$ cat config.mk
export PLATFORM = sky130hd
export DESIGN_NAME = muldiv_sequencer
export DESIGN_NICKNAME = d
export VERILOG_FILES = /design/src/rtl/muldiv_sequencer.sv
export SDC_FILE = /design/constraint.sdc
export NUM_CORES = 1
export LEC_CHECK = 0
export BUFFER_PORTS_ARGS = -buffer_cell sky130_fd_sc_hd__buf_2
export CORE_MARGIN = 3
export CORE_UTILIZATION = 55
export DETAILED_ROUTE_END_ITERATION = 7
export MAX_ROUTING_LAYER = met4
export PLACE_DENSITY = 0.81
export SLEW_MARGIN = 15
export SYNTH_ARGS = -nofsm -noshare
export SYNTH_HDL_FRONTEND = slang
export SYNTH_SLANG_ARGS = --single-unit
export TNS_END_PERCENT = 5
$ cat constraint.sdc
create_clock -name clk -period 3.22 [get_ports clk]
set_input_delay 0.483 -clock clk [delete_from_list [all_inputs] [get_ports clk]]
set_output_delay 0.483 -clock clk [all_outputs]
set_load 0.02 [all_outputs]
$ cat src/rtl/muldiv_sequencer.sv
// RV32M multiply/divide sequencer: radix-2 shift-add multiply and
// restoring divide, one bit per clock, with pipeline stall and done pulse.
// Ports: clk, rst (async active-low), start_i, funct3_i, op_a_i, op_b_i,
//        flush_i | stall_o, busy_o, done_o, result_o.
module muldiv_sequencer #(
  parameter int XLEN = 32
) (
  input  logic            clk,
  input  logic            rst,
  input  logic            start_i,
  input  logic [2:0]      funct3_i,
  input  logic [XLEN-1:0] op_a_i,
  input  logic [XLEN-1:0] op_b_i,
  input  logic            flush_i,
  output logic            stall_o,
  output logic            busy_o,
  output logic            done_o,
  output logic [XLEN-1:0] result_o
);

  localparam int CW = $clog2(XLEN) + 1;

  localparam logic [1:0] S_IDLE = 2'd0;
  localparam logic [1:0] S_CALC = 2'd1;
  localparam logic [1:0] S_FIX  = 2'd2;
  localparam logic [1:0] S_DONE = 2'd3;

  logic [1:0]        r_state;
  logic [CW-1:0]     r_cnt;
  logic [2:0]        r_f3;
  logic              r_neg_q;
  logic              r_neg_r;
  // MUL: product {hi,lo}, lo starts as multiplier.
  // DIV: {rem,quot}, quot starts as dividend.
  logic [2*XLEN-1:0] r_acc;
  // MUL: multiplicand; DIV: divisor.
  logic [XLEN-1:0]   r_opd;
  logic [XLEN-1:0]   r_result;

  logic              w_accept;
  logic              w_sa;
  logic              w_sb;
  logic [XLEN-1:0]   w_mag_a;
  logic [XLEN-1:0]   w_mag_b;
  logic              w_b_zero;
  logic              w_ovf;
  logic              w_special;
  logic [XLEN-1:0]   w_spec_res;
  logic [XLEN:0]     w_msum;
  logic [2*XLEN-1:0] w_mul_nxt;
  logic [XLEN:0]     w_rsh;
  logic [XLEN+1:0]   w_diff;
  logic              w_keep;
  logic [2*XLEN-1:0] w_div_nxt;
  logic [2*XLEN-1:0] w_prod;
  logic [XLEN-1:0]   w_q;
  logic [XLEN-1:0]   w_r;
  logic [XLEN-1:0]   w_fix_res;

  assign w_accept = (r_state == S_IDLE) & start_i & ~flush_i;

  always_comb begin
    w_sa = 1'b0;
    w_sb = 1'b0;
    unique case (funct3_i)
      3'b001, 3'b100, 3'b110: begin
        w_sa = op_a_i[XLEN-1];
        w_sb = op_b_i[XLEN-1];
      end
      3'b010:  w_sa = op_a_i[XLEN-1];
      default: ;
    endcase
  end

  assign w_mag_a  = w_sa ? -op_a_i : op_a_i;
  assign w_mag_b  = w_sb ? -op_b_i : op_b_i;
  assign w_b_zero = (op_b_i == '0);
  assign w_ovf    = funct3_i[2] & ~funct3_i[0]
                  & (op_a_i == {1'b1, {(XLEN-1){1'b0}}})
                  & (&op_b_i);
  assign w_special = funct3_i[2] & (w_b_zero | w_ovf);

  always_comb begin
    w_spec_res = '0;
    if (w_b_zero)
      w_spec_res = funct3_i[1] ? op_a_i : '1;
    else
      w_spec_res = funct3_i[1] ? '0 : op_a_i;
  end

  assign w_msum = {1'b0, r_acc[2*XLEN-1:XLEN]}
                + {1'b0, (r_acc[0] ? r_opd : {XLEN{1'b0}})};
  assign w_mul_nxt = {w_msum, r_acc[XLEN-1:1]};

  // Remainder after shift can be XLEN+1 bits wide.
  assign w_rsh  = r_acc[2*XLEN-1:XLEN-1];
  assign w_diff = {1'b0, w_rsh} - {2'b00, r_opd};
  assign w_keep = ~w_diff[XLEN+1];
  assign w_div_nxt = {(w_keep ? w_diff[XLEN-1:0] : w_rsh[XLEN-1:0]),
                      r_acc[XLEN-2:0], w_keep};

  assign w_prod = r_neg_q ? -r_acc : r_acc;
  assign w_q    = r_neg_q ? -r_acc[XLEN-1:0] : r_acc[XLEN-1:0];
  assign w_r    = r_neg_r ? -r_acc[2*XLEN-1:XLEN]
                          : r_acc[2*XLEN-1:XLEN];

  always_comb begin
    w_fix_res = '0;
    if (r_f3[2])
      w_fix_res = r_f3[1] ? w_r : w_q;
    else if (r_f3[1:0] == 2'b00)
      w_fix_res = w_prod[XLEN-1:0];
    else
      w_fix_res = w_prod[2*XLEN-1:XLEN];
  end

  always_ff @(posedge clk or negedge rst) begin
    if (!rst) begin
      r_state  <= S_IDLE;
      r_cnt    <= '0;
      r_f3     <= '0;
      r_neg_q  <= 1'b0;
      r_neg_r  <= 1'b0;
      r_acc    <= '0;
      r_opd    <= '0;
      r_result <= '0;
    end else begin
      unique case (r_state)
        S_IDLE: begin
          if (w_accept) begin
            r_f3    <= funct3_i;
            r_neg_q <= w_sa ^ w_sb;
            r_neg_r <= w_sa;
            r_cnt   <= CW'(XLEN-1);
            if (funct3_i[2]) begin
              r_acc <= {{XLEN{1'b0}}, w_mag_a};
              r_opd <= w_mag_b;
            end else begin
              r_acc <= {{XLEN{1'b0}}, w_mag_b};
              r_opd <= w_mag_a;
            end
            if (w_special) begin
              r_result <= w_spec_res;
              r_state  <= S_DONE;
            end else begin
              r_state  <= S_CALC;
            end
          end
        end
        S_CALC: begin
          if (flush_i) begin
            r_state <= S_IDLE;
          end else begin
            r_acc <= r_f3[2] ? w_div_nxt : w_mul_nxt;
            if (r_cnt == '0)
              r_state <= S_FIX;
            else
              r_cnt <= r_cnt - CW'(1);
          end
        end
        S_FIX: begin
          if (flush_i) begin
            r_state <= S_IDLE;
          end else begin
            r_result <= w_fix_res;
            r_state  <= S_DONE;
          end
        end
        default: r_state <= S_IDLE;
      endcase
    end
  end

  assign stall_o  = w_accept | (r_state == S_CALC) | (r_state == S_FIX);
  assign busy_o   = (r_state != S_IDLE);
  assign done_o   = (r_state == S_DONE) & ~flush_i;
  assign result_o = r_result;

endmodule

==> results of run 1 <==
[worst max-delay path, stage by stage, from the launching register on]
cell and delay (ns):
dfrtp_1 0.42, and2_4 0.17, ha_2 0.17, inv_1 0.06
fa_2 0.37, nor2b_4 0.17, o2111ai_4 0.18, a2111oi_4 0.34
buf_4 0.19, o21a_4 0.15, o21ai_4 0.07, buf_4 0.14
o211a_1 0.26, o2111ai_1 0.20, nor4bb_2 0.22
[cell usage after synthesis, types with 10 or more instances]
master / n
nor2_1: 231
a21oi_1: 215
nand2_1: 203
o21ai_0: 201
clkbuf_1: 141
dfrtp_1: 141
xnor2_1: 103
xor2_1: 96
ha_1: 71
inv_1: 66
mux2i_1: 65
nor3_1: 43
nand3_1: 41
o31ai_1: 34
a21o_1: 29
nand2b_1: 24
o211ai_1: 23
maj3_1: 21
or3_1: 21
nand4_1: 20
a211oi_1: 19
or4_1: 17
nor2b_1: 16
a31oi_1: 15
and2_1: 15
nor4_1: 15
o41ai_1: 14
o221ai_1: 12
or2_2: 12
a221oi_1: 10
mux2_2: 10
o21ai_1: 10
[where the power goes]
part	total, uW	switching [uW]	internal, uW
logic	12800	7490	5270
clock network	2030	986	1050
registers	3100	672	2430
total	17900	9150	8740
[registers in the layout, indices dropped and copies added (netlist names)]
name	cells
r_acc	64
r_opd	32
result_o	32
r_cnt	6
r_f3	3
r_state	2
r_neg_q	1
r_neg_r	1
[logic make-up after synthesis]
logic type	count (synthesis)
muxes	75
DFF	141
AOI/OAI and AO/OA	680
adders and majority gates	94
and+or+nand+nor	696
xor gates and xnor gates	199
buffers and inverters	225
[path summary, 6_finish.rpt]
kind                              start      endpoint  slack, ns  depth (start not counted)
min reg2reg                result_o[16]  result_o[16]       0.48                          2
max reg2reg                    r_acc[0]     r_acc[59]     -0.003                         14
max in group asynchronous           rst     r_opd[10]       2.44                          2
max                            r_acc[0]     r_acc[59]     -0.003                         14
min                                 rst       r_f3[0]       0.06                          1
min in group clk            funct3_i[0]       r_f3[0]       0.28                          3
[what timing repair did]
action | 4_1_cts | 5_1_grt
cloned | 0 | 0
pin swaps | 5 | 6
endpoints found under the setup margin | 15 | 47
gates resized for setup | 16 | 40
setup buffers | 2 | 3
[layout make-up]
cell class	instances	area, um2
Clock buffer	17	425
Multi-Input combinational cell	1744	11400
Clock inverter	15	174
Antenna cell	2	5.00
Sequential cell	141	3530
Timing Repair Buffer	376	2700
Fill cell	2344	8410
Inverter	67	251
Tap cell	372	465
[stage by stage]
stage	util (%)	setup slack (ns)	hold slack (ns)	std cells	area [um2]
after global placement	66.0	-0.183	0.461	2695	18000
after detailed placement	66.0	-0.260	0.471	2695	18000
after floorplan	-	0.0431	0.187	2110	15500
final	69.2	-0.00261	0.0600	2734	18900
after CTS	68.4	-0.0364	0.0982	2729	18700
after global routing	69.2	-0.121	0.118	2734	18900
[layer usage]
metal / global-route usage, % / up-vias
met5: - / -
met4: 21.6 / 0
met3: 10.4 / 245
met2: 59.7 / 1215
met1: 52.1 / 8449
li1: - / 8063
==> results.json, run 1 <==
{
  "met1Wirelength_mm": 24.1,
  "outcome": "complete, but fails checks",
  "gp_congestion": 1.02,
  "ctsHoldBuffers": 0,
  "ir_drop_mv": 0.482,
  "grt_max_degree": 74,
  "synthAdderAreaFrac_pct": 7.34,
  "syn-num-nets": 2254,
  "synth-compound-area-share_pct": 27.1,
  "hold_violations": 0,
  "cts.sinks": 141,
  "min_period_ns": 3.22,
  "ys_ff_latch": 141,
  "powerDensity_mw_per_mm2": 946,
  "postLayoutSetupSlackWorst_ns": -0.00261,
  "crit_arrival_ns": 3.57,
  "yosysTopAreaCellShare_pct": 22.7,
  "synth-edff-count": 0,
  "clk_pin_slew_worst_paths_ns": 0.07,
  "drv_cap": 0,
  "placeableCoreArea_mm2": 0.0273,
  "yosys.area.top_type": "dfrtp_1",
  "finalPower_uw": 17900,
  "synth_top_flop_cell": "dfrtp_1",
  "cp-start-kind": "flop",
  "pin_count": 106,
  "synth_cell_type_count": 84,
  "place_hpwl_mm": 48.0,
  "rsz0062_at_grt": "true",
  "die_w_um": 174,
  "holdCritPathClass": "primary input to async pin",
  "synth_top_family_by_area": "compound AO/OA/AOI/OAI gates",
  "drc": 0,
  "period_share_pct": 100,
  "die_area_mm2": 0.0303,
  "cts.path.max_buffers": 2,
  "setup_viol": 1,
  "clk_latency_ns": 0.45,
  "routed.top_layer": "met4",
  "wl_met3_mm": 7.34,
  "fp-row-count": 60,
  "p_leak_uw": 0.00827,
  "initial_core_util_pct": 56.8,
  "setup-tns-final_ns": -0.00261,
  "final_common_cell": "buf_4",
  "yosys_warnings": 0,
  "root_buffer": "clkbuf_16",
  "ys_top_cells_by_area": "dfrtp_1 23%, a21oi_1 6.9%, o21ai_0 6.5%",
  "timing.slew.headroom_pct": 33.4,
  "first_pass_iters": 6,
  "worst_clock_skew_ns": 0.0150,
  "drive_above_1_share_pct": 20.9,
  "grt_pass1_wl_mm": 94.7,
  "antenna_found_initial": 2,
  "synth_xor_area_share_pct": 11.2,
  "die_h_um": 174,
  "worst_pin_slew_ns": 0.999,
  "clock.fmax_mhz": 310,
  "ant_nets": 0,
  "async_flop_share_pct": 100,
  "cts_buffers": 17,
  "io_buffers": 105,
  "avgRoutedWirePerCell_um": 22.8,
  "yosysSeqAreaShare_pct": 22.7,
  "crit_fanout": 4,
  "synth-simple-area-share_pct": 21.0,
  "cts_tree": "yes",
  "maxSlewViolCount": 0,
  "nets": 2491,
  "netlist_instances": 2110,
  "track_usage_pct": 40.9,
  "required_ns": 3.57,
  "routed-wl-met2_mm": 26.8,
  "final_cell_mix": "261 x buf_4, 227 x nor2_1, 214 x a21oi_1",
  "synthToLayoutAreaGrowth_pct": 21.9,
  "violations": "setup timing",
  "end_kind": "flop",
  "avgSynthCellArea_um2": 7.35,
  "overflow": 0,
  "wl_mm": 62.3,
  "crit_type": "flop to flop",
  "synth.area.mux_share_pct": 4.92,
  "drtIter0Drc": 2521,
  "avgViaCountPerCell": 6.57,
  "htreeDepth": 4,
  "vias": 18000,
  "netlist_area_mm2": 0.0155,
  "first_global_vias": 16800
}
No activity file was read; power rests on OpenSTA's default activity.
==> inputs of run 2 (changes only) <==
--- a/config.mk
+++ b/config.mk
@@ -10,7 +10,7 @@
 export CORE_UTILIZATION = 55
 export DETAILED_ROUTE_END_ITERATION = 7
 export MAX_ROUTING_LAYER = met4
-export PLACE_DENSITY = 0.81
+export PLACE_DENSITY = 0.79
 export SLEW_MARGIN = 15
 export SYNTH_ARGS = -nofsm -noshare
 export SYNTH_HDL_FRONTEND = slang
==> constraint.sdc (replaced) <==
create_clock -name clk -period 3.8 [get_ports clk]
set_input_delay 0.57 -clock clk [delete_from_list [all_inputs] [get_ports clk]]
set_output_delay 0.57 -clock clk [all_outputs]
set_load 0.02 [all_outputs]
==> run 2 against run 1 <==
Net effect:
- largest cell class unchanged
- die area did not move
- worst hold slack improved by 0.12 ns
- sequential power fell by 7.7%
- critical path type unchanged
- the flow now finishes without violations
==> results.json, run 2 (synthesis results as in run 1) <==
{
  "clk_pin_slew_worst_paths_ns": 0.08,
  "avgViaCountPerCell": 6.61,
  "final_cell_mix": "230 x nor2_1, 215 x a21oi_1, 203 x nand2_1",
  "die_w_um": 174,
  "die_area_mm2": 0.0303,
  "crit_path_cell_trace": "and2_1 > ha_1 > inv_1 > fa_1 > nor2b_1 > o2111ai_1 > a2111oi_1 > buf_4 > o21a_1 > o21ai_0 > o21ai_0 > a221o_1 > xor2_1 > a221o_1",
  "post_dp_cell_area_mm2": 0.0166,
  "antenna_found_initial": 2,
  "rr_worst_depth": 14,
  "r2r_slack_ns": 0.18,
  "clk_latency_ns": 0.45,
  "final_util_pct": 63.1,
  "drv_cap": 0,
  "htreeDepth": 4,
  "cts.sinks": 141,
  "crit_fanout": 8,
  "end_kind": "flop",
  "ir_drop_mv": 0.449,
  "cp_slowest_cell": "dfrtp_2",
  "holdCritPathClass": "primary input to async pin",
  "r2r-start": "r_acc[0]",
  "p_leak_uw": 0.00732,
  "required_ns": 4.14,
  "powerDensity_mw_per_mm2": 789,
  "period_share_pct": 95.4,
  "vias": 16900,
  "drc": 0,
  "nets": 2312,
  "synthToLayoutAreaGrowth_pct": 11.1,
  "cpPeakStageDelay_ns": 0.44,
  "ant_nets": 0,
  "clock.fmax_mhz": 276,
  "worst_clock_skew_ns": 0.0200,
  "holdWs_ns": 0.183,
  "grt_max_degree": 95,
  "crit_arrival_ns": 3.96,
  "min_period_ns": 3.62,
  "cts_buffers": 17,
  "rr_endpoint": "r_acc[61]",
  "wl_mm": 59.6,
  "cts_tree": "yes",
  "pin_count": 106,
  "crit_end": "r_acc[61]",
  "overflow": 0,
  "die_h_um": 174,
  "first_pass_iters": 6,
  "dp_slack_ns": 0.0902,
  "outcome": "completed",
  "crit_type": "flop to flop",
  "largest_reg_flops": 64,
  "place_hpwl_mm": 46.4,
  "drive_above_1_share_pct": 12.9,
  "placeableCoreArea_mm2": 0.0273,
  "io_buffers": 105,
  "track_usage_pct": 39.5,
  "hold_violations": 0,
  "ctsHoldBuffers": 0,
  "critPathLaunch": "r_acc[0]",
  "drtIter0Drc": 2160,
  "postLayoutSetupSlackWorst_ns": 0.176,
  "maxSlewViolCount": 0,
  "setup-tns-final_ns": 0,
  "setup_viol": 0,
  "avgRoutedWirePerCell_um": 23.4,
  "root_buffer": "clkbuf_16",
  "largest_register": "r_acc",
  "fp-row-count": 60,
  "worst_pin_slew_ns": 1.16,
  "first_global_vias": 15900,
  "grt_pass1_wl_mm": 91.3,
  "rsz0062_at_grt": "false",
  "cts.path.max_buffers": 2,
  "timing.slew.headroom_pct": 22.2,
  "cp-start-kind": "flop",
  "gp_congestion": 1.05,
  "initial_core_util_pct": 56.8,
  "final_common_cell": "nor2_1",
  "stdcell_area_mm2": 0.0172
}
-- run 2: cell count changes in the layout (fill, tap and decap cells not counted), moves of 4 or more --
cell	previous run	this run
buf_4	261	89
o21ai_0	189	201
inv_6	2	7
o21ai_1	19	10
buf_12	10	4
clkinv_4	1	5
inv_8	6	0
-- run 2: where the power goes --
part | switching (uW) | internal [uW]
combinational | 5640 | 3430
clock | 796 | 877
sequential | 803 | 2050
total | 7240 | 6360
-- run 2: how the worst min path moves through the flow --
stage | cells after the start | end
6_report | 1 | result_o[23]
5_1_grt | 1 | result_o[27]
4_1_cts | 1 | result_o[27]
3_5_place_dp | 2 | result_o[7]
3_3_place_gp | 2 | result_o[7]
2_1_floorplan | 0 | r_acc[0]
-- run 2: metrics by stage --
stage          total power (uW)  std cells
4_1_cts                   13300       2550
6_report                  13600       2554
2_1_floorplan              8800       2110
5_1_grt                   14400       2554
3_3_place_gp              11400       2518
3_5_place_dp              11600       2518
-- run 2: worst max-delay path, delay by kind of cell (launching register included) --
| family | cells | cell delay [ns] |
|---|---|---|
| flip-flops | 1 | 0.44 |
| buffers and inverters | 2 | 0.26 |
| AND/OR/NAND/NOR | 2 | 0.34 |
| AO/OA/AOI/OAI | 7 | 1.80 |
| XOR/XNOR | 1 | 0.07 |
| adder cells (fa/ha/maj) | 2 | 0.60 |
-- run 2: area by class of cell --
cell class	count	area (um2)
Antenna cell	1	2.50
Multi-Input combinational cell	1744	11100
Clock inverter	14	126
Inverter	67	255
Tap cell	372	465
Clock buffer	18	439
Fill cell	2514	10100
Timing Repair Buffer	197	1270
Sequential cell	141	3530
-- run 2: routing by layer --
layer  part of all wire (%)  global-route usage [%]  wire length, um  vias to the layer above
met5                      0                       -                0                        -
met4                    5.8                    20.9             3470                        0
met3                     11                    10.0             6620                      209
met2                     43                    58.4            25900                     1041
met1                     40                    49.8            23700                     7930
li1                       -                       -                -                     7710
-- run 2: timing repair --
item / CTS / global route
gates resized for setup: 0 / 3
setup endpoints to repair: 0 / 14
setup buffers: 0 / 3
